**config.mk**
```make
export PLATFORM = sky130hd
export DESIGN_NAME = pkt_rx_parser_flat
export DESIGN_NICKNAME = d
export VERILOG_FILES = /design/src/rtl/pkt_rx_parser_if.sv /design/src/rtl/pkt_rx_parser.sv /design/src/flat_wrapper.sv
export SDC_FILE = /design/constraint.sdc
export NUM_CORES = 1
export LEC_CHECK = 0
export BUFFER_PORTS_ARGS = -buffer_cell sky130_fd_sc_hd__buf_2
export CAP_MARGIN = 40
export CORE_ASPECT_RATIO = 0.7
export CORE_MARGIN = 1
export CORE_UTILIZATION = 50
export DETAILED_ROUTE_END_ITERATION = 8
export HOLD_SLACK_MARGIN = 0.08
export PLACE_DENSITY = 0.71
export SYNTH_ARGS = -nofsm -noshare
export SYNTH_HDL_FRONTEND = slang
export SYNTH_SLANG_ARGS = --single-unit
```
**constraint.sdc**
```tcl
create_clock -name clk -period 5.6 [get_ports clk]
set_input_delay 0.84 -clock clk [delete_from_list [all_inputs] [get_ports clk]]
set_output_delay 0.84 -clock clk [all_outputs]
set_load 0.005 [all_outputs]
```
**src/rtl/pkt_rx_parser_if.sv**
```systemverilog
// Bundle of the parser's stream input, cache write port and descriptor port.
// The statistics outputs exist only when PKT_RX_STAT_EN is defined.
interface pkt_rx_parser_if #(
  parameter int DW = 32
);
  logic          i_sop;
  logic          i_vld;
  logic [DW-1:0] i_data;
  logic          i_eop;
  logic          o_wr_en;
  logic [DW-1:0] o_wr_data;
  logic [3:0]    o_wr_da;
  logic          o_wr_last;
  logic          o_wr_abort;
  logic          o_desc_vld;
  logic [3:0]    o_desc_da;
  logic [2:0]    o_desc_prior;
  logic [9:0]    o_desc_len;
  logic          i_desc_rdy;
  logic          o_pkt_err;
  logic          o_pkt_drop;
`ifdef PKT_RX_STAT_EN
  logic [15:0]   o_good_cnt;
  logic [15:0]   o_err_cnt;
  logic [15:0]   o_drop_cnt;
`endif

  modport slave (
    input  i_sop, i_vld, i_data, i_eop, i_desc_rdy,
    output o_wr_en, o_wr_data, o_wr_da, o_wr_last, o_wr_abort,
    output o_desc_vld, o_desc_da, o_desc_prior, o_desc_len,
`ifdef PKT_RX_STAT_EN
    output o_good_cnt, o_err_cnt, o_drop_cnt,
`endif
    output o_pkt_err, o_pkt_drop
  );

  modport master (
    output i_sop, i_vld, i_data, i_eop, i_desc_rdy,
    input  o_wr_en, o_wr_data, o_wr_da, o_wr_last, o_wr_abort,
    input  o_desc_vld, o_desc_da, o_desc_prior, o_desc_len,
`ifdef PKT_RX_STAT_EN
    input  o_good_cnt, o_err_cnt, o_drop_cnt,
`endif
    input  o_pkt_err, o_pkt_drop
  );
endinterface

```
**src/rtl/pkt_rx_parser.sv**
```systemverilog
// Packet ingress parser: header decode, framing check, payload forwarding, descriptor FIFO.
// Define PKT_RX_STAT_EN to add saturating good/error/drop packet counters.
module pkt_rx_parser #(
  parameter int DW         = 32,
  parameter int DESC_DEPTH = 4
) (
  input  logic           clk,
  input  logic           rst,
  pkt_rx_parser_if.slave bus
);
  // state     | meaning
  // S_IDLE    | waiting for a header word
  // S_PAYLOAD | forwarding payload words of an accepted header
  // S_DROP    | discarding words until eop
  localparam int BSH = $clog2(DW / 8);
  localparam int AW  = $clog2(DESC_DEPTH);
  localparam int CW  = 11;

  typedef enum logic [1:0] {S_IDLE, S_PAYLOAD, S_DROP} state_t;
  state_t r_state, w_state_nxt;

  logic [3:0]    r_da, w_hdr_da, r_wr_da;
  logic [2:0]    r_prior, w_hdr_prior;
  logic [9:0]    r_len, w_hdr_len;
  logic [CW-1:0] r_exp, r_cnt, w_hdr_exp, w_cnt_inc;
  logic          w_wr_en, w_last, w_abort, w_err, w_drop, w_latch, w_push, w_push_hdr, w_late;
  logic          r_wr_en, r_wr_last, r_wr_abort, r_pkt_err, r_pkt_drop, r_late;
  logic [DW-1:0] r_wr_data;
  logic [16:0]   r_mem [DESC_DEPTH];
  logic [16:0]   w_desc_in, w_head;
  logic [AW-1:0] r_wptr, r_rptr;
  logic [AW:0]   r_fcnt;
  logic          w_full, w_fne, w_pop, w_push_ok;

  assign w_hdr_da    = bus.i_data[3:0];
  assign w_hdr_prior = bus.i_data[6:4];
  assign w_hdr_len   = bus.i_data[16:7];
  assign w_hdr_exp   = (CW'(w_hdr_len) + CW'((DW / 8) - 1)) >> BSH;
  assign w_cnt_inc   = r_cnt + CW'(1);

  always_ff @(posedge clk) begin
    if (rst) r_state <= S_IDLE;
    else     r_state <= w_state_nxt;
  end

  always_comb begin
    w_state_nxt = r_state;
    if (bus.i_vld) begin
      if (bus.i_sop) begin
        if (bus.i_eop)   w_state_nxt = S_IDLE;
        else if (w_full) w_state_nxt = S_DROP;
        else             w_state_nxt = S_PAYLOAD;
      end else begin
        case (r_state)
          S_PAYLOAD: begin
            if (bus.i_eop)                w_state_nxt = S_IDLE;
            else if (w_cnt_inc >= r_exp)  w_state_nxt = S_DROP;
          end
          S_DROP:    if (bus.i_eop) w_state_nxt = S_IDLE;
          default:   w_state_nxt = r_state;
        endcase
      end
    end
  end

  always_comb begin
    w_wr_en    = 1'b0;
    w_last     = 1'b0;
    w_abort    = 1'b0;
    w_err      = 1'b0;
    w_drop     = 1'b0;
    w_latch    = 1'b0;
    w_push     = 1'b0;
    w_push_hdr = 1'b0;
    w_late     = 1'b0;
    if (bus.i_vld) begin
      if (bus.i_sop) begin
        if (r_state == S_PAYLOAD) begin
          w_abort = 1'b1;
          w_err   = 1'b1;
        end
        if (w_full) begin
          w_drop = 1'b1;
        end else begin
          w_latch = 1'b1;
          if (bus.i_eop) begin
            if (w_hdr_exp == '0) begin
              w_push     = 1'b1;
              w_push_hdr = 1'b1;
            end else begin
              w_err = 1'b1;
            end
          end
        end
      end else begin
        case (r_state)
          S_IDLE: w_err = 1'b1;
          S_PAYLOAD: begin
            w_wr_en = 1'b1;
            if (bus.i_eop) begin
              if (w_cnt_inc == r_exp) begin
                w_last = 1'b1;
                w_push = 1'b1;
              end else begin
                w_abort = 1'b1;
                w_err   = 1'b1;
              end
            end else if (w_cnt_inc >= r_exp) begin
              w_late = 1'b1;
            end
          end
          default: w_wr_en = 1'b0;
        endcase
      end
    end
  end

  always_ff @(posedge clk) begin
    if (rst) begin
      r_da    <= '0;
      r_prior <= '0;
      r_len   <= '0;
      r_exp   <= '0;
      r_cnt   <= '0;
    end else if (w_latch) begin
      r_da    <= w_hdr_da;
      r_prior <= w_hdr_prior;
      r_len   <= w_hdr_len;
      r_exp   <= w_hdr_exp;
      r_cnt   <= '0;
    end else if (w_wr_en) begin
      r_cnt   <= w_cnt_inc;
    end
  end

  // A missing eop is only known once the last expected word is written, so its abort trails by a cycle.
  always_ff @(posedge clk) begin
    if (rst) begin
      r_wr_en    <= 1'b0;
      r_wr_last  <= 1'b0;
      r_wr_abort <= 1'b0;
      r_pkt_err  <= 1'b0;
      r_pkt_drop <= 1'b0;
      r_late     <= 1'b0;
      r_wr_data  <= '0;
      r_wr_da    <= '0;
    end else begin
      r_wr_en    <= w_wr_en;
      r_wr_last  <= w_last;
      r_wr_abort <= w_abort | r_late;
      r_pkt_err  <= w_err | r_late;
      r_pkt_drop <= w_drop;
      r_late     <= w_late;
      if (w_wr_en) begin
        r_wr_data <= bus.i_data;
        r_wr_da   <= r_da;
      end
    end
  end

  assign w_full    = (r_fcnt == (AW + 1)'(DESC_DEPTH));
  assign w_fne     = (r_fcnt != '0);
  assign w_pop     = w_fne & bus.i_desc_rdy;
  assign w_push_ok = w_push & (~w_full | w_pop);
  assign w_desc_in = w_push_hdr ? {w_hdr_da, w_hdr_prior, w_hdr_len} : {r_da, r_prior, r_len};
  assign w_head    = r_mem[r_rptr];

  always_ff @(posedge clk) begin
    if (w_push_ok) r_mem[r_wptr] <= w_desc_in;
  end

  always_ff @(posedge clk) begin
    if (rst) begin
      r_wptr <= '0;
      r_rptr <= '0;
      r_fcnt <= '0;
    end else begin
      if (w_push_ok) r_wptr <= r_wptr + AW'(1);
      if (w_pop)     r_rptr <= r_rptr + AW'(1);
      if (w_push_ok && !w_pop)      r_fcnt <= r_fcnt + (AW + 1)'(1);
      else if (!w_push_ok && w_pop) r_fcnt <= r_fcnt - (AW + 1)'(1);
    end
  end

  assign bus.o_wr_en      = r_wr_en;
  assign bus.o_wr_data    = r_wr_data;
  assign bus.o_wr_da      = r_wr_da;
  assign bus.o_wr_last    = r_wr_last;
  assign bus.o_wr_abort   = r_wr_abort;
  assign bus.o_pkt_err    = r_pkt_err;
  assign bus.o_pkt_drop   = r_pkt_drop;
  assign bus.o_desc_vld   = w_fne;
  assign bus.o_desc_da    = w_fne ? w_head[16:13] : 4'd0;
  assign bus.o_desc_prior = w_fne ? w_head[12:10] : 3'd0;
  assign bus.o_desc_len   = w_fne ? w_head[9:0]   : 10'd0;

`ifdef PKT_RX_STAT_EN
  logic [15:0] r_good_cnt, r_err_cnt, r_drop_cnt;

  always_ff @(posedge clk) begin
    if (rst) begin
      r_good_cnt <= '0;
      r_err_cnt  <= '0;
      r_drop_cnt <= '0;
    end else begin
      if (w_push_ok && r_good_cnt != 16'hFFFF) r_good_cnt <= r_good_cnt + 16'd1;
      if (r_pkt_err && r_err_cnt != 16'hFFFF)  r_err_cnt  <= r_err_cnt + 16'd1;
      if (r_pkt_drop && r_drop_cnt != 16'hFFFF) r_drop_cnt <= r_drop_cnt + 16'd1;
    end
  end

  assign bus.o_good_cnt = r_good_cnt;
  assign bus.o_err_cnt  = r_err_cnt;
  assign bus.o_drop_cnt = r_drop_cnt;
`endif
endmodule
```
**src/flat_wrapper.sv**
```systemverilog
// flat-port wrapper written by rule: the top's interface ports become plain ports
module pkt_rx_parser_flat 
#(
  parameter int DW         = 32,
  parameter int DESC_DEPTH = 4
)
  (clk, rst, bus_i_sop, bus_i_vld, bus_i_data, bus_i_eop, bus_i_desc_rdy, bus_o_wr_en, bus_o_wr_data, bus_o_wr_da, bus_o_wr_last, bus_o_wr_abort, bus_o_desc_vld, bus_o_desc_da, bus_o_desc_prior, bus_o_desc_len, bus_o_pkt_err, bus_o_pkt_drop);
  pkt_rx_parser_if #(.DW(DW)) bus_i ();
  input  logic clk;
  input  logic rst;
  input wire logic [$bits(bus_i.i_sop)-1:0] bus_i_sop;
  input wire logic [$bits(bus_i.i_vld)-1:0] bus_i_vld;
  input wire logic [$bits(bus_i.i_data)-1:0] bus_i_data;
  input wire logic [$bits(bus_i.i_eop)-1:0] bus_i_eop;
  input wire logic [$bits(bus_i.i_desc_rdy)-1:0] bus_i_desc_rdy;
  output wire logic [$bits(bus_i.o_wr_en)-1:0] bus_o_wr_en;
  output wire logic [$bits(bus_i.o_wr_data)-1:0] bus_o_wr_data;
  output wire logic [$bits(bus_i.o_wr_da)-1:0] bus_o_wr_da;
  output wire logic [$bits(bus_i.o_wr_last)-1:0] bus_o_wr_last;
  output wire logic [$bits(bus_i.o_wr_abort)-1:0] bus_o_wr_abort;
  output wire logic [$bits(bus_i.o_desc_vld)-1:0] bus_o_desc_vld;
  output wire logic [$bits(bus_i.o_desc_da)-1:0] bus_o_desc_da;
  output wire logic [$bits(bus_i.o_desc_prior)-1:0] bus_o_desc_prior;
  output wire logic [$bits(bus_i.o_desc_len)-1:0] bus_o_desc_len;
  output wire logic [$bits(bus_i.o_pkt_err)-1:0] bus_o_pkt_err;
  output wire logic [$bits(bus_i.o_pkt_drop)-1:0] bus_o_pkt_drop;
  assign bus_i.i_sop = bus_i_sop;
  assign bus_i.i_vld = bus_i_vld;
  assign bus_i.i_data = bus_i_data;
  assign bus_i.i_eop = bus_i_eop;
  assign bus_i.i_desc_rdy = bus_i_desc_rdy;
  assign bus_o_wr_en = bus_i.o_wr_en;
  assign bus_o_wr_data = bus_i.o_wr_data;
  assign bus_o_wr_da = bus_i.o_wr_da;
  assign bus_o_wr_last = bus_i.o_wr_last;
  assign bus_o_wr_abort = bus_i.o_wr_abort;
  assign bus_o_desc_vld = bus_i.o_desc_vld;
  assign bus_o_desc_da = bus_i.o_desc_da;
  assign bus_o_desc_prior = bus_i.o_desc_prior;
  assign bus_o_desc_len = bus_i.o_desc_len;
  assign bus_o_pkt_err = bus_i.o_pkt_err;
  assign bus_o_pkt_drop = bus_i.o_pkt_drop;
  pkt_rx_parser #(.DW(DW), .DESC_DEPTH(DESC_DEPTH)) u_core (.clk(clk), .rst(rst), .bus(bus_i));
endmodule
```
Word level (Yosys, flattened, before mapping)
Memories as Yosys holds them, arrays and structs flattened. A register that Yosys moved wholly into a read port is not among the register bits.
Index checks and enable logic that the tools add are counted.
{ "classes": {"add_sub_neg": 6, "mul": 0, "n_div": 0, "magnitude_cmp": 1, "n_eq_ne": 6, "n_shift": 0, "mux": 46, "n_bitwise": 9, "n_reduce_logical": 14} }
{ "op_table": {"columns": ["op", "count"], "rows": [
  ["1-bit two-way mux", 30],
  ["17-bit two-way mux", 1],
  ["2-bit two-way mux", 8],
  ["10-bit by 2-bit adder with 11-bit output, second input constant", 1],
  ["11-bit by 1-bit adder with 11-bit output, second input constant", 1],
  ["11-bit by 9-bit == test with 1-bit output", 1],
  ["11-bit by 9-bit greater-or-equal comparator with 1-bit output", 1],
  ["11-bit zero test", 1],
  ["10-bit two-way mux", 1],
  ["3-bit two-way mux", 3],
  ["3-bit nonzero test", 2],
  ["3-bit OR reduction", 2],
  ["5-bit OR reduction", 1],
  ["2-bit by 1-bit adder with 2-bit output, second input constant", 2],
  ["4-bit two-way mux", 1],
  ["4-bit != test, second input constant", 1],
  ["1-bit NOT", 4],
  ["2-bit one-hot mux with 2 select lines", 1],
  ["4-bit AND reduction", 1],
  ["3-bit by 1-bit adder with 3-bit output, second input constant", 1],
  ["3-bit == test, second input constant", 1],
  ["3-bit != test, second input constant", 1],
  ["1-bit bitwise OR", 3],
  ["3-bit by 1-bit subtractor with 3-bit output, second input constant", 1],
  ["9 further kinds", 12]
]} }
{ "totals": {"regBits": 88, "latchBits": 0, "ramBits": 68, "rom_bits": 0, "in_bits": 38, "output_inout_bits": 59, "word_cells": 100, "n_memories": 1} }
{ "memory_table": {"columns": ["name", "words", "width", "read_ports", "rd_clocked_by_memory_dff", "wr", "line_no", "source"], "rows": [
  ["u_core.r_mem", 4, 17, 1, 1, 1, "pkt_rx_parser.sv:29", "logic [16:0] r_mem [DESC_DEPTH];"]
]} }

Depth between registers and ports, before layout
Gate-level depths: netlist of the first run.
{ "depth": {"ltp_word": 12, "ltp_mapped": 16, "mapped_depth_nobuf": 16} }

Least setup slack after synthesis of the first run
Ideal clock, no wire load.
{ "synth_timing": {"path_type": "flip-flop to flip-flop", "from": "register u_core.r_cnt[0]", "to": "register u_core.r_fcnt[2]", "setup_time_ns": 0.070, "t_arrival_ns": 3.293, "t_required_ns": 5.530, "path_slack_ns": 2.237, "stages_incl_launch_ff": 17, "period_less_slack_ns": 3.363, "cell_sequence": "dfxtp_1 > ha_1 > nand3_4 > nor2_1 > xor2_1 > ha_1 > nand4_1 > nor3_1 > o211ai_2 > and2_4 > inv_1 > ha_1 > inv_1 > fa_1 > xor2_1 > or3_1 > a21oi_1"} }
{ "synth_between": {"elab_chain_cells": 11} }
{ "synth_lines": {"columns": ["element", "line_no", "source"], "rows": [
  ["start, declared", "pkt_rx_parser.sv:25", "logic [CW-1:0] r_exp, r_cnt, w_hdr_exp, w_cnt_inc;"],
  ["start signal, assigned", "pkt_rx_parser.sv:132", "r_cnt <= w_cnt_inc;"],
  ["11-bit by 1-bit adder with 11-bit output (*)", "pkt_rx_parser.sv:39", "assign w_cnt_inc = r_cnt + CW'(1);"],
  ["named net u_core.w_cnt_inc[6]", "pkt_rx_parser.sv:25", null],
  ["11-bit by 9-bit == test with 1-bit output (*)", "pkt_rx_parser.sv:101", "if (w_cnt_inc == r_exp) begin"],
  ["1-bit two-way mux (*)", "pkt_rx_parser.sv:101", null],
  ["1-bit two-way mux (*)", "pkt_rx_parser.sv:100", "if (bus.i_eop) begin"],
  ["1-bit two-way mux (*)", null, null],
  ["1-bit two-way mux (*)", "pkt_rx_parser.sv:77", "if (bus.i_sop) begin"],
  ["1-bit two-way mux (*)", "pkt_rx_parser.sv:76", "if (bus.i_vld) begin"],
  ["1-bit AND (*)", "pkt_rx_parser.sv:164", "assign w_push_ok = w_push & (~w_full | w_pop);"],
  ["named net u_core.w_push_ok", "pkt_rx_parser.sv:33", "logic w_full, w_fne, w_pop, w_push_ok;"],
  ["1-bit zero test", "pkt_rx_parser.sv:181", "else if (!w_push_ok && w_pop) r_fcnt <= r_fcnt - (AW + 1)'(1);"],
  ["1-bit logical AND", "pkt_rx_parser.sv:181", null],
  ["2-bit nonzero test (no source line)", null, null],
  ["end signal, assigned", "pkt_rx_parser.sv:180", "if (w_push_ok && !w_pop) r_fcnt <= r_fcnt + (AW + 1)'(1);"],
  ["end signal, assigned", "pkt_rx_parser.sv:181", null],
  ["end, declared", "pkt_rx_parser.sv:32", "logic [AW:0] r_fcnt;"]
]} }
Mark *: on every way through the listed nets, which the timed path passes. The rest lies on a longest branch.
A chain may end at the register's enable or synchronous reset.

Worst setup path in the final report of the first run
Ends and elaborated chain as after synthesis.

==> impl_metrics.tcl, run 1 <==
set metrics [dict create \
    outcome "finished clean" \
    grt_usage_pct 22.68 \
    ir_drop_uv 246.5 \
    setup_viol 0 \
    grt_pass1_vias 4603 \
    fin_skew_ns 0.008441 \
    overflow 0 \
    synth_nets 665 \
    slew_violations 0 \
    p_leak_nw 3.033 \
    place_ws_ns 1.785 \
    antenna_found_initial 0 \
    drt_wl_total_um 14700 \
    hp-class "reg2reg" \
    drive_above_1_share_pct 24.72 \
    p_per_area_nw_per_um2 351.9 \
    insertion_delay_ns 0.43 \
    cts_resized 0 \
    synth_edf_count 68 \
    cts-root-buf "clkbuf_16" \
    die_h_um 98.88 \
    syn2layout_area_growth_pct 17.23 \
    grt_max_degree 47 \
    worstSetupStartpoint "u_core.r_cnt[0]" \
    fin_crit_sh_pct 68.67 \
    wl_per_cell_um 16.74 \
    worstMarginPinSlew_ns 0.9386 \
    pin_count 97 \
    grt_pass1_wl_um 23750 \
    crit_path_end_kind "register" \
    post_cts_buffers 0 \
    setup_slack_ns 1.755 \
    num_rows 34 \
    cts_hold_buf 0 \
    drc 0 \
    rr_startpoint "u_core.r_cnt[0]" \
    start_kind "register" \
    cp-endpoint "u_core.r_fcnt[2]" \
    ff2ff_setup_slack_ns 1.75 \
    slew_headroom_pct 36.95 \
    firstDrtPassIters 5 \
    fin_nets 757 \
    ys_ff_latch 158 \
    core_um2 12760 \
    seq_area_frac_synth_pct 57.33 \
    htree_levels 4 \
    fmax_mhz 260.1 \
    die-area_um2 13880 \
    die_x_um 140.4 \
    cap_violations 0 \
    timing.rr.end "u_core.r_fcnt[2]" \
    fin_crit_ns 3.845 \
    start_util_pct 52.53 \
    vias_per_cell 5.465 \
    dp_hpwl_um 10080 \
    path_class "reg2reg" \
    crit_fanout 6 \
    cts_tree "built" \
    final-hold-violation-count 0 \
    required_ns 5.94 \
    io_buffers 96 \
    syn_area_um2 6704 \
    initialDrtViolationCount 328 \
    n_fill_cell 1041 \
    synthFlopType "dfxtp_1" \
    antenna_cells 0 \
    path_clk_slew_ns 0.07 \
    ant_nets 0 \
    fin_tns_setup_ns 0 \
    synthArstFlopShare_pct 0 \
    gp_congestion 0.8314 \
    ys_types 56 \
    rsz0062_at_grt "no" \
    ys_warn_count 0 \
    cp.arrival_ns 4.19 \
    synthCells 611 \
    via_count 4798 \
    numCtsBuffers 17 \
    cts_max_path_buffers 2 \
    syn_avg_cell_area_um2 10.97 \
    reg2regPathDepth 16 \
    clkSinkCount 158 \
]
[stage by stage]
step,area (µm²),utilization [%],std cells,hold slack (ns),power (W)
after detailed placement,7318,57.34,846,0.4441,0.001732
after global routing,7859,61.58,878,0.4697,0.002887
final,7859,61.58,878,0.4502,0.002765
after CTS,7859,61.58,878,0.4536,0.002787
after global placement,7303,57.23,845,0.4379,0.001715
after floorplan,6704,-,611,0.4317,0.001565
[critical path: stages (launching register included)]
cell,delay [ns]
dfxtp_1,0.42
ha_1,0.31
nand3_4,0.15
nor2_1,0.19
xor2_1,0.10
ha_1,0.32
nand4_1,0.12
nor3_1,0.42
o211ai_2,0.22
and2_4,0.22
inv_1,0.06
ha_1,0.17
inv_1,0.06
fa_1,0.37
xor2_1,0.18
or3_1,0.30
a21oi_1,0.15
[registers in the layout (all words and copies together) (netlist names), named ones only]
name / cells
u_core.bus.o_pkt_err: 1
u_core.r_da: 4
u_core.bus.o_wr_da: 4
u_core.r_len: 10
u_core.r_wptr: 2
u_core.r_state: 2
u_core.bus.o_pkt_drop: 1
u_core.r_mem: 68
u_core.r_exp: 9
u_core.r_fcnt: 3
u_core.bus.o_wr_abort: 1
u_core.r_rptr: 2
u_core.bus.o_wr_last: 1
u_core.r_late: 1
u_core.bus.o_wr_en: 1
u_core.bus.o_wr_data: 32
u_core.r_prior: 3
u_core.r_cnt: 11
[layer usage]
layer / track usage [%] / wire [µm] / share of wire (%)
met1: 31.78 / 7081 / 48
met2: 34.12 / 6497 / 44
met3: 6.414 / 946 / 6.4
met4: 7.185 / 170 / 1.2
met5: 0 / 0 / 0
[area by class of cell]
class	instances	area [µm²]	area share, %
multi-input cells	408	2664	33.90
well taps	162	202.7	2.579
inverters	12	45.04	0.5732
flip-flops and latches	158	3844	48.91
clock inverters	13	107.6	1.369
clock buffers	19	432.9	5.509
repair buffers	106	563.0	7.164
[worst min-delay path by stage]
stage / from / depth (start not counted) / end / slack, ns
global placement: u_core.bus.o_wr_data[21] / 2 / u_core.bus.o_wr_data[21] / 0.44
finish: u_core.bus.o_wr_data[27] / 2 / u_core.bus.o_wr_data[27] / 0.45
floorplan: u_core.r_len[0] / 2 / u_core.r_len[0] / 0.43
detailed placement: u_core.bus.o_wr_data[29] / 2 / u_core.bus.o_wr_data[29] / 0.44
global route: u_core.bus.o_wr_data[11] / 2 / u_core.bus.o_wr_data[11] / 0.47
CTS: u_core.r_len[4] / 2 / u_core.r_len[4] / 0.45
[cells in the final DEF (no fill, tap or decap), types with 2 or more instances in the layout]
master	instances
a211oi_1	10
dfxtp_1	90
or3_1	6
and2_2	2
nor3b_1	3
nor2b_1	7
nor2_1	33
nand4_1	2
clkinv_4	3
xnor2_1	9
o21ai_0	7
nand3_1	9
xor2_1	17
and4_1	2
mux2_2	7
or2_2	2
and2_4	2
edfxtp_1	68
buf_4	9
inv_6	4
a21oi_1	64
clkbuf_1	2
ha_1	15
nor4_1	2
inv_1	12
mux4_2	17
clkinvlp_4	4
nand2_1	124
nor3_1	7
nand2b_1	3
and2_1	28
buf_2	96
mux2i_1	3
clkbuf_16	17
and3_1	4
[cells in the mapped netlist, drive strengths merged (5+ instances only)]
master / count / share of area [%]
a21oi: 64 / 4.8
mux4: 17 / 5.7
mux2: 7 / 1.2
buf: 7 / 0.62
nor3: 8 / 0.67
nor2: 33 / 1.8
nand3: 10 / 0.93
nand2: 125 / 7.0
ha: 15 / 2.8
xor2: 17 / 2.2
nor2b: 8 / 0.75
o21ai: 8 / 0.65
or3: 6 / 0.56
clkbuf: 26 / 1.7
a211oi: 10 / 1.1
edfxtp: 68 / 30
dfxtp: 90 / 27
and2: 32 / 3.1
inv: 12 / 0.67
xnor2: 9 / 1.2
and3: 5 / 0.54
[report_power, final]
group          internal (W)  switching, W  total (W)
logic              0.000194      0.000240   0.000434
registers           0.00124     0.0000257    0.00127
clock network      0.000576      0.000487    0.00106
total               0.00201      0.000753    0.00277
[logic make-up after synthesis]
| logic type | synth area share (%) |
|---|---|
| mux | 7.540 |
| fa+ha+maj | 3.098 |
| xor+xnor | 3.397 |
| simple gates | 17.97 |
| buf+inv | 2.967 |
| flops | 57.33 |
| compound gates | 7.690 |
Power figures use the tool's default switching activity.
==> run 2: changes to the inputs <==
==> constraint.sdc (replaced) <==
create_clock -name clk -period 3.9 [get_ports clk]
set_input_delay 0.585 -clock clk [delete_from_list [all_inputs] [get_ports clk]]
set_output_delay 0.585 -clock clk [all_outputs]
set_load 0.005 [all_outputs]
==> run 2 against run 1 <==
Net effect:
- power grew 44%
- fmax up 3.2%
- routed wire length grew 1.3%
- combinational power up 42%
- setup slack lost 1.6 ns
- clock power up 45%
- final cell count increased by 0.11%
- critical path depth unchanged
- clock-buffer cell count fell by 2
- critical path type unchanged
- largest power group unchanged
==> impl_metrics.tcl, run 2 (same netlist as run 1, synthesis figures left out) <==
set metrics [dict create \
    cts-root-buf "clkbuf_16" \
    fin_crit_ns 3.728 \
    num_rows 34 \
    pin_count 97 \
    antenna_found_initial 0 \
    grt_pass1_wl_um 23840 \
    htree_levels 4 \
    cp_cell_sequence "ha_2, nand3_4, nor2_1, xor2_1, ha_1, nand4_1, nor3_2, o211ai_2, and2_4, inv_1, ha_1, inv_1, fa_1, xor2_1, or3_1, a21oi_1" \
    grt_max_degree 53 \
    cts_tree "built" \
    setup_viol 0 \
    hold_end "u_core.bus.o_wr_data[27]" \
    firstDrtPassIters 5 \
    ant_nets 0 \
    cp_slowest_cell "dfxtp_1" \
    drc 0 \
    multi_input_area_um2 2671 \
    die-area_um2 13880 \
    fmax_mhz 268.3 \
    overflow 0 \
    slew_violations 0 \
    cts_max_path_buffers 2 \
    cap_violations 0 \
    grt_usage_pct 22.71 \
    final_cell_mix "124 x nand2_1, 96 x buf_2, 90 x dfxtp_1, 68 x edfxtp_1, 64 x a21oi_1" \
    rr_startpoint "u_core.r_cnt[0]" \
    ir_drop_uv 261.5 \
    drive_above_1_share_pct 25.24 \
    crit_path_end_kind "register" \
    path_clk_slew_ns 0.07 \
    p_per_area_nw_per_um2 505.4 \
    required_ns 4.24 \
    final-hold-violation-count 0 \
    worstMarginPinSlew_ns 0.9250 \
    cts_resized 0 \
    antenna_cells 0 \
    numCtsBuffers 17 \
    fin_area_um2 7881 \
    vias_per_cell 5.509 \
    cp_num_buf_inv 2 \
    grt_pass1_vias 4672 \
    syn2layout_area_growth_pct 17.56 \
    gp_congestion 0.8747 \
    drt_wl_total_um 14890 \
    reg2regPathDepth 16 \
    timing.rr.end "u_core.r_fcnt[2]" \
    die_x_um 140.4 \
    fin_tns_setup_ns 0 \
    n_fill_cell 1034 \
    post_cts_buffers 0 \
    core_um2 12760 \
    via_count 4842 \
    io_buffers 96 \
    final_common_cell "nand2_1" \
    fin_nets 758 \
    regMostFlops "u_core.r_mem" \
    min_from "bus_i_data[27]" \
    path_class "reg2reg" \
    ff_latch_area_um2 3844 \
    layout.cells.non_filler 879 \
    cts_hold_buf 0 \
    fin_crit_sh_pct 95.58 \
    fin_skew_ns 0.009742 \
    ff2ff_setup_slack_ns 0.17 \
    placed_cells 847 \
    start_kind "register" \
    dp_hpwl_um 10110 \
    hp-class "in2reg" \
    critPathMaxStageDelay_ns 0.43 \
    cp.arrival_ns 4.07 \
    start_util_pct 52.53 \
    crit_fanout 6 \
    place_area_um2 7318 \
    wl_per_cell_um 16.94 \
    p_leak_nw 3.041 \
    initialDrtViolationCount 383 \
    clkSinkCount 158 \
    slew_headroom_pct 37.86 \
    outcome "finished clean" \
    finalHoldWorstSlack_ns 0.3955 \
    crit_family "simple AND/OR/NAND/NOR gates" \
    insertion_delay_ns 0.42 \
    worstHoldPathCells 3 \
    largest_reg_flops 68 \
    die_h_um 98.88 \
]
[run 2: where the power goes]
| group | internal (W) | switching [W] |
|---|---|---|
| Clock | 0.000833 | 0.000708 |
| Sequential | 0.00178 | 0.0000423 |
| Combinational | 0.000279 | 0.000336 |
[run 2: cell type report]
cell class	instances	share of cell area [%]
Clock inverter	15	1.651
Timing Repair Buffer	107	7.144
Inverter	12	0.5715
Clock buffer	17	5.398
Multi-Input combinational cell	408	33.89
Tap cell	162	2.572
Sequential cell	158	48.77
[run 2: routing by layer]
layer	global-route usage (%)	wire length (µm)	vias up	share of wire, %
met5	0	0	-	0
met4	5.325	80	0	0.54
met3	6.560	1143	11	7.7
met2	35.42	6688	192	45
met1	31.42	6981	2332	47
li1	-	-	2307	-
[run 2: worst max path at each step]
stage	start	end	cells past startpoint
2_1_floorplan	u_core.r_cnt[0]	u_core.r_fcnt[2]	16
4_1_cts	u_core.r_cnt[0]	u_core.r_fcnt[2]	16
3_5_place_dp	u_core.r_cnt[0]	u_core.r_fcnt[2]	16
5_1_grt	u_core.r_cnt[0]	u_core.r_fcnt[2]	16
3_3_place_gp	u_core.r_cnt[0]	u_core.r_fcnt[2]	16
6_report	u_core.r_cnt[0]	u_core.r_fcnt[2]	16
[run 2: worst register-to-register path, stage by stage, from the launching register on]
cell      delay [ns]
dfxtp_1         0.43
ha_2            0.28
nand3_4         0.14
nor2_1          0.21
xor2_1          0.09
ha_1            0.32
nand4_1         0.14
nor3_2          0.34
o211ai_2        0.19
and2_4          0.21
inv_1           0.06
ha_1            0.17
inv_1           0.06
fa_1            0.37
xor2_1          0.17
or3_1           0.31
a21oi_1         0.15
[run 2: per-stage QoR]
step	utilization, %	total power [W]	setup slack, ns
6_report	61.75	0.003983	0.1725
5_1_grt	61.75	0.004160	-0.03215
4_1_cts	61.70	0.004016	0.02732
3_5_place_dp	57.34	0.002480	0.05828
3_3_place_gp	57.34	0.002459	0.3045
2_1_floorplan	-	0.002247	0.5369
